===== src/rtl/iob_unpack_pkg.sv =====
// rtl/iob_unpack_pkg.sv - shared types for the stream unpacker
// Contents: unpack_state_t, the four-step loop counter encoding.
package iob_unpack_pkg;

    typedef enum logic [1:0] {
        CALC_PUSH_WIDTH = 2'd0,
        WAIT_DATA       = 2'd1,
        PUSH_DATA       = 2'd2,
        WAIT_POP        = 2'd3
    } unpack_state_t;

endpackage


===== src/rtl/iob_bfifo.sv =====
// rtl/iob_bfifo.sv - variable-width bit FIFO, 2*DATA_W bits deep, MSB-first
// Ports: clk_i, cke_i, arst_i, rst_i; write_i/wwidth_i/wdata_i push the top wwidth_i
//        bits of wdata_i; wlevel_o free bits; read_i/rwidth_i pop rwidth_i bits;
//        rdata_o head bits right-aligned (upper bits 0); rlevel_o stored bits.
module iob_bfifo #(
    parameter int DATA_W = 21
) (
    input  logic                        clk_i,
    input  logic                        cke_i,
    input  logic                        arst_i,
    input  logic                        rst_i,
    input  logic                        write_i,
    input  logic [$clog2(DATA_W):0]     wwidth_i,
    input  logic [DATA_W-1:0]           wdata_i,
    output logic [$clog2(2*DATA_W):0]   wlevel_o,
    input  logic                        read_i,
    input  logic [$clog2(DATA_W):0]     rwidth_i,
    output logic [DATA_W-1:0]           rdata_o,
    output logic [$clog2(2*DATA_W):0]   rlevel_o
);

    localparam int BUF_W   = 2 * DATA_W;
    localparam int LEVEL_W = $clog2(BUF_W) + 1;

    // Stored bits are left-aligned: oldest bit at data_q[BUF_W-1], and every
    // bit below the fill level is kept zero so pushes can simply OR in.
    logic [BUF_W-1:0]   data_q;
    logic [BUF_W-1:0]   data_nxt;
    logic [LEVEL_W-1:0] level_q;
    logic [LEVEL_W-1:0] level_nxt;
    logic [DATA_W-1:0]  wmask;
    logic [BUF_W-1:0]   wfield;

    assign wmask  = ~({DATA_W{1'b1}} >> wwidth_i);
    assign wfield = {wdata_i & wmask, {DATA_W{1'b0}}};

    always_comb begin
        data_nxt  = data_q;
        level_nxt = level_q;
        if (write_i) begin
            data_nxt  = data_q | (wfield >> level_q);
            level_nxt = level_q + LEVEL_W'(wwidth_i);
        end else if (read_i) begin
            data_nxt  = data_q << rwidth_i;
            level_nxt = level_q - LEVEL_W'(rwidth_i);
        end
    end

    always_ff @(posedge clk_i or posedge arst_i) begin
        if (arst_i) begin
            data_q  <= '0;
            level_q <= '0;
        end else if (cke_i) begin
            if (rst_i) begin
                data_q  <= '0;
                level_q <= '0;
            end else begin
                data_q  <= data_nxt;
                level_q <= level_nxt;
            end
        end
    end

    assign rdata_o  = DATA_W'(data_q >> (LEVEL_W'(BUF_W) - LEVEL_W'(rwidth_i)));
    assign rlevel_o = level_q;
    assign wlevel_o = LEVEL_W'(BUF_W) - level_q;

endmodule


===== src/rtl/iob_reg_r.sv =====
// rtl/iob_reg_r.sv - register with clock enable, async and sync reset to RST_VAL
// Ports: clk_i, cke_i (hold when low), arst_i (async, high), rst_i (sync, high),
//        data_i (next value), data_o (registered value).
module iob_reg_r #(
    parameter int                 DATA_W  = 1,
    parameter logic [DATA_W-1:0]  RST_VAL = '0
) (
    input  logic              clk_i,
    input  logic              cke_i,
    input  logic              arst_i,
    input  logic              rst_i,
    input  logic [DATA_W-1:0] data_i,
    output logic [DATA_W-1:0] data_o
);

    always_ff @(posedge clk_i or posedge arst_i) begin
        if (arst_i) begin
            data_o <= RST_VAL;
        end else if (cke_i) begin
            if (rst_i) begin
                data_o <= RST_VAL;
            end else begin
                data_o <= data_i;
            end
        end
    end

endmodule


===== src/rtl/iob_unpack.sv =====
// rtl/iob_unpack.sv - unpacks DATA_W-bit packed words into width_i-bit fields
// Ports: clk_i, cke_i, arst_i (async), rst_i (sync), wrap_i, width_i;
//        read_o/rready_i/rdata_i upstream packed-word FIFO (data the cycle after read_o);
//        write_o/wready_i/wdata_o downstream field FIFO (field in wdata_o[width_i-1:0]).
module iob_unpack
    import iob_unpack_pkg::*;
#(
    parameter int DATA_W = 21
) (
    input  logic                    clk_i,
    input  logic                    cke_i,
    input  logic                    arst_i,
    input  logic                    rst_i,
    input  logic                    wrap_i,
    input  logic [$clog2(DATA_W):0] width_i,
    output logic                    read_o,
    input  logic                    rready_i,
    input  logic [DATA_W-1:0]       rdata_i,
    output logic                    write_o,
    input  logic                    wready_i,
    output logic [DATA_W-1:0]       wdata_o
);

    localparam int WIDTH_W = $clog2(DATA_W) + 1;
    localparam int SUM_W   = $clog2(DATA_W) + 2;
    localparam int LEVEL_W = $clog2(2 * DATA_W) + 1;

    unpack_state_t        state;
    logic [1:0]           pcnt_q;
    logic [1:0]           pcnt_nxt;
    logic [WIDTH_W-1:0]   wrap_acc_q;
    logic [WIDTH_W-1:0]   wrap_acc_nxt;
    logic [SUM_W-1:0]     acc_sum;
    logic [WIDTH_W-1:0]   push_width;
    logic [LEVEL_W-1:0]   fifo_free;
    logic [LEVEL_W-1:0]   fifo_level;
    logic                 fifo_push;
    logic                 fifo_pop;
    logic                 width_ok;

    assign state      = unpack_state_t'(pcnt_q);
    assign acc_sum    = SUM_W'(wrap_acc_q) + SUM_W'(width_i);
    assign push_width = wrap_i ? wrap_acc_q : WIDTH_W'(DATA_W);
    assign width_ok   = (width_i != '0);

    always_comb begin
        pcnt_nxt     = pcnt_q + 2'd1;
        wrap_acc_nxt = wrap_acc_q;
        read_o       = 1'b0;
        write_o      = 1'b0;
        fifo_push    = 1'b0;
        fifo_pop     = 1'b0;
        case (state)
            CALC_PUSH_WIDTH: begin
                // Grows wrap_acc one field at a time until another field would not fit.
                if (wrap_i && (acc_sum <= SUM_W'(DATA_W))) begin
                    wrap_acc_nxt = WIDTH_W'(acc_sum);
                    pcnt_nxt     = pcnt_q;
                end
            end
            WAIT_DATA: begin
                // Strobes are gated so the upstream FIFO never pops while we hold or clear.
                if (width_ok && rready_i && (fifo_free >= LEVEL_W'(push_width))) begin
                    read_o = cke_i & ~rst_i;
                end else begin
                    pcnt_nxt = WAIT_POP;
                end
            end
            PUSH_DATA: begin
                fifo_push = 1'b1;
            end
            WAIT_POP: begin
                if (width_ok && wready_i && (fifo_level >= LEVEL_W'(width_i))) begin
                    write_o  = cke_i & ~rst_i;
                    fifo_pop = 1'b1;
                end
                pcnt_nxt = WAIT_DATA;
            end
        endcase
    end

    iob_reg_r #(
        .DATA_W (2),
        .RST_VAL(2'd0)
    ) u_pcnt_reg (
        .clk_i (clk_i),
        .cke_i (cke_i),
        .arst_i(arst_i),
        .rst_i (rst_i),
        .data_i(pcnt_nxt),
        .data_o(pcnt_q)
    );

    iob_reg_r #(
        .DATA_W (WIDTH_W),
        .RST_VAL('0)
    ) u_wrap_acc_reg (
        .clk_i (clk_i),
        .cke_i (cke_i),
        .arst_i(arst_i),
        .rst_i (rst_i),
        .data_i(wrap_acc_nxt),
        .data_o(wrap_acc_q)
    );

    iob_bfifo #(
        .DATA_W(DATA_W)
    ) u_bfifo (
        .clk_i   (clk_i),
        .cke_i   (cke_i),
        .arst_i  (arst_i),
        .rst_i   (rst_i),
        .write_i (fifo_push),
        .wwidth_i(push_width),
        .wdata_i (rdata_i),
        .wlevel_o(fifo_free),
        .read_i  (fifo_pop),
        .rwidth_i(width_i),
        .rdata_o (wdata_o),
        .rlevel_o(fifo_level)
    );

endmodule


===== config.mk =====
export PLATFORM = sky130hd
export DESIGN_NAME = iob_unpack
export DESIGN_NICKNAME = d
export VERILOG_FILES = /design/src/rtl/iob_unpack_pkg.sv /design/src/rtl/iob_bfifo.sv /design/src/rtl/iob_reg_r.sv /design/src/rtl/iob_unpack.sv
export SDC_FILE = /design/constraint.sdc
export NUM_CORES = 1
export LEC_CHECK = 0
export ABC_AREA = 0
export CORE_MARGIN = 2
export CORE_UTILIZATION = 40
export DETAILED_ROUTE_END_ITERATION = 8
export PLACE_DENSITY = 0.59
export SYNTH_ARGS = -nofsm -noshare
export SYNTH_HDL_FRONTEND = slang
export SYNTH_SLANG_ARGS = --single-unit

===== constraint.sdc =====
create_clock -name clk_i -period 8.15 [get_ports clk_i]
set_input_delay 1.2225 -clock clk_i [delete_from_list [all_inputs] [get_ports clk_i]]
set_output_delay 1.2225 -clock clk_i [all_outputs]
set_load 0.02 [all_outputs]

==> flow_summary.json, run 1 <==
{
  "hpwlAfterDp_um": 29870,
  "track_usage_pct": 29.88,
  "cts_buffer_depth": 2,
  "io_buffers": 56,
  "io_pins": 57,
  "cts_buffers": 9,
  "clock_latency_ns": 0.35,
  "worst_slew_pin_slew_ns": 1.218,
  "relSlewSlack_pct": 17.93,
  "endpoint_kind": "output pin",
  "hold_violations": 0,
  "drtPass1Iterations": 7,
  "die_w_um": 164.1,
  "setup_tns_ns": 0,
  "num_vias": 10960,
  "worstSetupStartpointType": "input pin",
  "fmax_ghz": 0.1530,
  "initial_utilization_pct": 40.73,
  "fillers": 2521,
  "clock-sinks": 57,
  "die_area_mm2": 0.02694,
  "leakagePower_uw": 0.004425,
  "tritoncts": "yes",
  "critical_path_arrival_ns": 5.31,
  "cts_setup_buffers": 0,
  "multi_input_area_mm2": 0.008237,
  "setup_viol": 0,
  "seq_area_frac_synth_pct": 13.91,
  "drc": 0,
  "cts_resized": 0,
  "dp.cells": 1586,
  "slew_violations": 0,
  "syn_area_mm2": 0.01026,
  "clkTransAtPathRegs_ns": 0.05,
  "powerDensity_mw_per_mm2": 295.8,
  "final_cell_mix": "159 x nand2_1, 101 x nor2_1, 98 x a21oi_1",
  "stdcell_area_mm2": 0.01135,
  "nets": 1333,
  "final_common_cell": "nand2_1",
  "syn_nets": 1364,
  "status": "finished, final reports clean",
  "clockRootBuffer": "clkbuf_16",
  "grt_pass1_vias": 10160,
  "grt_pass1_wl_um": 61530,
  "synth_top_flop_cell": "dfrtp_1",
  "syn_to_final_growth_pct": 10.61,
  "routed_wl_um": 40190,
  "dieHeight_um": 164.1,
  "synth-edff-count": 0,
  "stdcell_count": 1602,
  "cts-hold-fix-buffers": 0,
  "drtIter0Drc": 1434,
  "required_ns": 6.93,
  "hold_class": "register to register",
  "viasPerCell": 6.838,
  "synthCells": 1298,
  "ys_warn_count": 0,
  "r2r-start": "u_bfifo.rlevel_o[0]",
  "detail_route.wl_per_cell_um": 25.08,
  "antenna_found_initial": 0,
  "period_needed_ns": 6.534,
  "worst-setup-path-type": "input pin to output pin",
  "avgSynthCellArea_um2": 7.902,
  "skew_ns": 0.01161,
  "ir_worst_vdd_mv": 0.1803,
  "final_antenna_net_count": 0,
  "critPathLaunch": "width_i[0]",
  "antenna_cells": 0,
  "async_flop_share_pct": 100.0,
  "path_max_fanout": 54,
  "grt_max_degree": 58,
  "core_mm2": 0.02518,
  "rows": 58,
  "regArea_mm2": 0.001426,
  "rsz0062_at_grt": "false",
  "fin_crit_sh_pct": 80.17,
  "gp_congestion": 1.003,
  "cap_violations": 0,
  "place_area_mm2": 0.01098,
  "htree_levels": 3,
  "overflow": 0,
  "synth_cell_types": 83,
  "synth_seq_cells": 57,
  "min_from": "u_pcnt_reg.data_o[1]",
  "drive_above_1_share_pct": 13.68
}
[state kept, by name (all words and copies together) (netlist names)]
register               cells
u_bfifo.data_q            42
u_bfifo.rlevel_o           7
u_wrap_acc_reg.data_o      6
u_pcnt_reg.data_o          2
[final timing paths]
path | slack [ns] | endpoint | cells after the start
max in group asynchronous | 6.18 | u_pcnt_reg.data_o[0] | 3
hold / removal | 0.56 | u_pcnt_reg.data_o[1] | 1
setup / recovery | 1.62 | wdata_o[1] | 9
hold reg to reg | 0.56 | u_pcnt_reg.data_o[1] | 1
setup reg to reg | 4.60 | u_bfifo.data_q[6] | 11
min in group asynchronous | 1.42 | u_bfifo.data_q[0] | 3
[synth_stat cells (all sizes together), types with 9 or more instances]
cell type / count / share of area [%]
inv: 29 / 1.1
a21o: 13 / 0.95
or3: 9 / 0.55
xnor2: 15 / 1.3
buf: 39 / 1.9
mux4: 72 / 16
nor3: 38 / 1.9
a22o: 10 / 0.85
clkbuf: 89 / 3.3
o31ai: 9 / 0.66
a221oi: 13 / 1.1
o211ai: 31 / 2.3
nor2b: 10 / 0.61
o22ai: 12 / 0.73
and3: 13 / 0.79
mux2i: 78 / 7.6
o21ai: 68 / 3.4
a311oi: 11 / 0.94
a211oi: 45 / 3.3
mux2: 27 / 3.0
a21oi: 99 / 4.9
a22oi: 9 / 0.66
ha: 30 / 3.7
dfrtp: 57 / 14
nand2b: 16 / 0.98
nor2: 101 / 3.7
and2: 22 / 1.3
nand2: 159 / 5.8
nand3: 30 / 1.5
a31oi: 25 / 1.5
o21a: 14 / 1.0
[power breakdown]
part / internal, uW / switching [uW] / total [uW]
registers: 381 / 319 / 700
logic: 914 / 1270 / 2190
clock network: 323 / 144 / 468
total: 1620 / 1740 / 3360
[routing by layer]
metal / share of wire, % / GRT usage (%) / vias up
met1: 41 / 39.92 / 5330
li1: - / - / 4908
met5: 0 / 0 / -
met4: 5.2 / 14.55 / 0
met3: 8.2 / 3.889 / 136
met2: 46 / 47.68 / 581
[cells by family (layout without fill, tap and decap cells)]
group	count (synthesis)	in the layout	synth area share (%)
xor gates and xnor gates	22	22	1.879
and+or+nand+nor	423	423	18.99
muxes	177	177	26.46
adders and majority gates	32	32	4.050
buffers and inverters	162	136	6.428
AOI/OAI and AO/OA	425	425	28.29
DFF	57	57	13.91
[area by class of cell]
class	count	area share, %
inverters	34	1.125
clock inverters	4	0.8602
clock buffers	12	2.349
flip-flops and latches	57	12.57
repair buffers	86	6.859
well taps	330	3.639
multi-input cells	1079	72.60
[worst max-delay path, cell delays in order]
cell,delay [ns]
buf_4,0.57
clkinv_1,0.22
ha_2,1.11
mux2i_1,0.21
and2_1,0.21
o311ai_0,0.67
nand3_1,0.17
a31oi_1,0.20
clkdlybuf4s50_1,0.62
[per-stage QoR]
stage	hold WS, ns	worst slack, ns	total power [uW]	utilization, %
6_report	0.5615	1.616	3356	45.06
5_1_grt	0.6232	1.349	3534	45.06
4_1_cts	0.5704	1.668	3289	45.06
3_5_place_dp	0.5590	1.667	2810	43.61
3_3_place_gp	0.5570	1.726	2796	43.61
2_1_floorplan	0.5161	2.220	2126	-
(Power assumes the default switching activity.)
==> run 2: changes to the inputs <==
==> constraint.sdc (replaced) <==
create_clock -name clk_i -period 6.1 [get_ports clk_i]
set_input_delay 0.915 -clock clk_i [delete_from_list [all_inputs] [get_ports clk_i]]
set_output_delay 0.915 -clock clk_i [all_outputs]
set_load 0.02 [all_outputs]
==> run 2 against run 1 <==
Against the previous run: clock power rose by 32%; utilization grew 0.17 points; non-clock buffer count increased by 7; wire length up 1.9%; hold slack gained 0.0071 ns; via count up 0.29%; critical path depth stayed put; sequential cell count is the same; combinational power is 35% higher; critical path type unchanged.
==> flow_summary.json, run 2 (synthesis results as in run 1) <==
{
  "grt_max_degree": 58,
  "hold_path_end": "u_pcnt_reg.data_o[1]",
  "track_usage_pct": 30.93,
  "clock-sinks": 57,
  "grt_pass1_wl_um": 63710,
  "endpoint_kind": "output pin",
  "cts_setup_buffers": 0,
  "nets": 1340,
  "worst-setup-path-type": "input pin to output pin",
  "die_area_mm2": 0.02694,
  "overflow": 0,
  "r2r-start": "u_bfifo.rlevel_o[0]",
  "drtIter0Drc": 1131,
  "clockRootBuffer": "clkbuf_16",
  "final_common_cell": "nand2_1",
  "detail_route.wl_per_cell_um": 25.45,
  "met1Wirelength_um": 16300,
  "clkTransAtPathRegs_ns": 0.05,
  "hpwlAfterDp_um": 31020,
  "setup_viol": 0,
  "core_mm2": 0.02518,
  "setup_tns_ns": 0,
  "reg2reg_slack_ns": 2.34,
  "routed_wl_um": 40950,
  "status": "finished, final reports clean",
  "fmax_ghz": 0.1913,
  "grt_pass1_vias": 10340,
  "stdcell_area_mm2": 0.01139,
  "io_buffers": 56,
  "timing.rr.end": "u_bfifo.data_q[16]",
  "hold_violations": 0,
  "htree_levels": 3,
  "final_cell_mix": "159 x nand2_1, 101 x nor2_1, 98 x a21oi_1",
  "dp.cells": 1593,
  "cts-hold-fix-buffers": 0,
  "viasPerCell": 6.828,
  "antenna_found_initial": 0,
  "clock_latency_ns": 0.35,
  "slew_violations": 0,
  "path_max_fanout": 12,
  "gp_congestion": 0.9807,
  "required_ns": 5.18,
  "wl_met3_um": 3404,
  "place_area_mm2": 0.01103,
  "drtPass1Iterations": 6,
  "drive_above_1_share_pct": 14.15,
  "relSlewSlack_pct": 18.51,
  "period_needed_ns": 5.227,
  "cts_buffer_depth": 2,
  "dieHeight_um": 164.1,
  "ir_worst_vdd_mv": 0.2156,
  "min_from": "u_pcnt_reg.data_o[1]",
  "cts_resized": 0,
  "io_pins": 57,
  "worst_slew_pin_slew_ns": 1.212,
  "dr_wl_met2_um": 19470,
  "num_vias": 10990,
  "die_w_um": 164.1,
  "largest_reg_flops": 42,
  "syn_to_final_growth_pct": 11.03,
  "tritoncts": "yes",
  "initial_utilization_pct": 40.73,
  "final_antenna_net_count": 0,
  "antenna_cells": 0,
  "dr.max_layer_used": "met4",
  "leakagePower_uw": 0.004452,
  "top_register": "u_bfifo.data_q",
  "critical_path_arrival_ns": 4.31,
  "cts_buffers": 9,
  "rows": 58,
  "worstSetupStartpointType": "input pin",
  "cap_violations": 0,
  "stdcell_count": 1609,
  "drc": 0,
  "whs_path_depth": 1,
  "rsz0062_at_grt": "false",
  "powerDensity_mw_per_mm2": 395.1,
  "skew_ns": 0.008397,
  "reg2regPathDepth": 10,
  "fin_crit_sh_pct": 85.69,
  "hold_class": "register to register"
}
-- run 2: cell types whose count changed in the layout (fill, tap and decap cells not counted) --
cell	delta
buf_4	+7
clkbuf_8	-2
clkinv_4	+2
-- run 2: stage by stage --
stage | setup slack, ns | total power [uW] | hold slack (ns) | utilization (%)
3_5_place_dp | 0.8997 | 3788 | 0.5683 | 43.82
2_1_floorplan | 0.7849 | 2840 | 0.5161 | -
4_1_cts | 0.9024 | 4415 | 0.5794 | 45.23
3_3_place_gp | 0.8383 | 3781 | 0.5482 | 43.82
6_report | 0.8730 | 4499 | 0.5685 | 45.23
5_1_grt | 0.7593 | 4762 | 0.5964 | 45.23
-- run 2: worst max-delay path by stage --
stage | to | from | cells past startpoint
floorplan | wdata_o[16] | width_i[0] | 16
global placement | wdata_o[1] | width_i[2] | 9
detailed placement | wdata_o[1] | width_i[2] | 9
CTS | wdata_o[1] | width_i[2] | 9
global route | wdata_o[1] | width_i[2] | 9
finish | wdata_o[1] | width_i[2] | 9
-- run 2: cell type report --
class	instances	area, um^2
Fill cell	2495	13790
Multi-Input combinational cell	1079	8237
Sequential cell	57	1426
Timing Repair Buffer	93	830.8
Tap cell	330	412.9
Clock buffer	10	239.0
Inverter	34	127.6
Clock inverter	6	115.1
-- run 2: report_power, final --
part	switching [uW]	internal (uW)	leakage, uW	total [uW]
registers	425	509	0.000724	934
clock network	205	411	0.000169	616
logic	1720	1230	0.00356	2950
total	2350	2150	0.00445	4500
-- run 2: critical path: stages --
cell             delay [ns]
clkdlybuf4s50_1        0.67
a21oi_1                0.76
o21ai_0                0.22
xnor2_1                0.18
buf_4                  0.22
and2_1                 0.40
a21oi_1                0.09
a31oi_1                0.21
clkdlybuf4s50_1        0.64
-- run 2: metal layers --
metal	up-vias	GRT usage, %
met1	5324	39.64
met5	-	0
met4	0	12.96
li1	4928	-
met2	632	51.73
met3	103	4.899
==> run 3: changes to the inputs <==
--- a/config.mk
+++ b/config.mk
@@ -6,9 +6,11 @@
 export NUM_CORES = 1
 export LEC_CHECK = 0
 export ABC_AREA = 0
+export ABC_CLOCK_PERIOD_IN_PS = 6100
 export CORE_MARGIN = 2
 export CORE_UTILIZATION = 40
 export DETAILED_ROUTE_END_ITERATION = 8
+export HOLD_SLACK_MARGIN = 0.05
 export PLACE_DENSITY = 0.59
 export SYNTH_ARGS = -nofsm -noshare
 export SYNTH_HDL_FRONTEND = slang
==> results of run 3 <==
Final layout, timing and power as in run 2 (identical DEF).
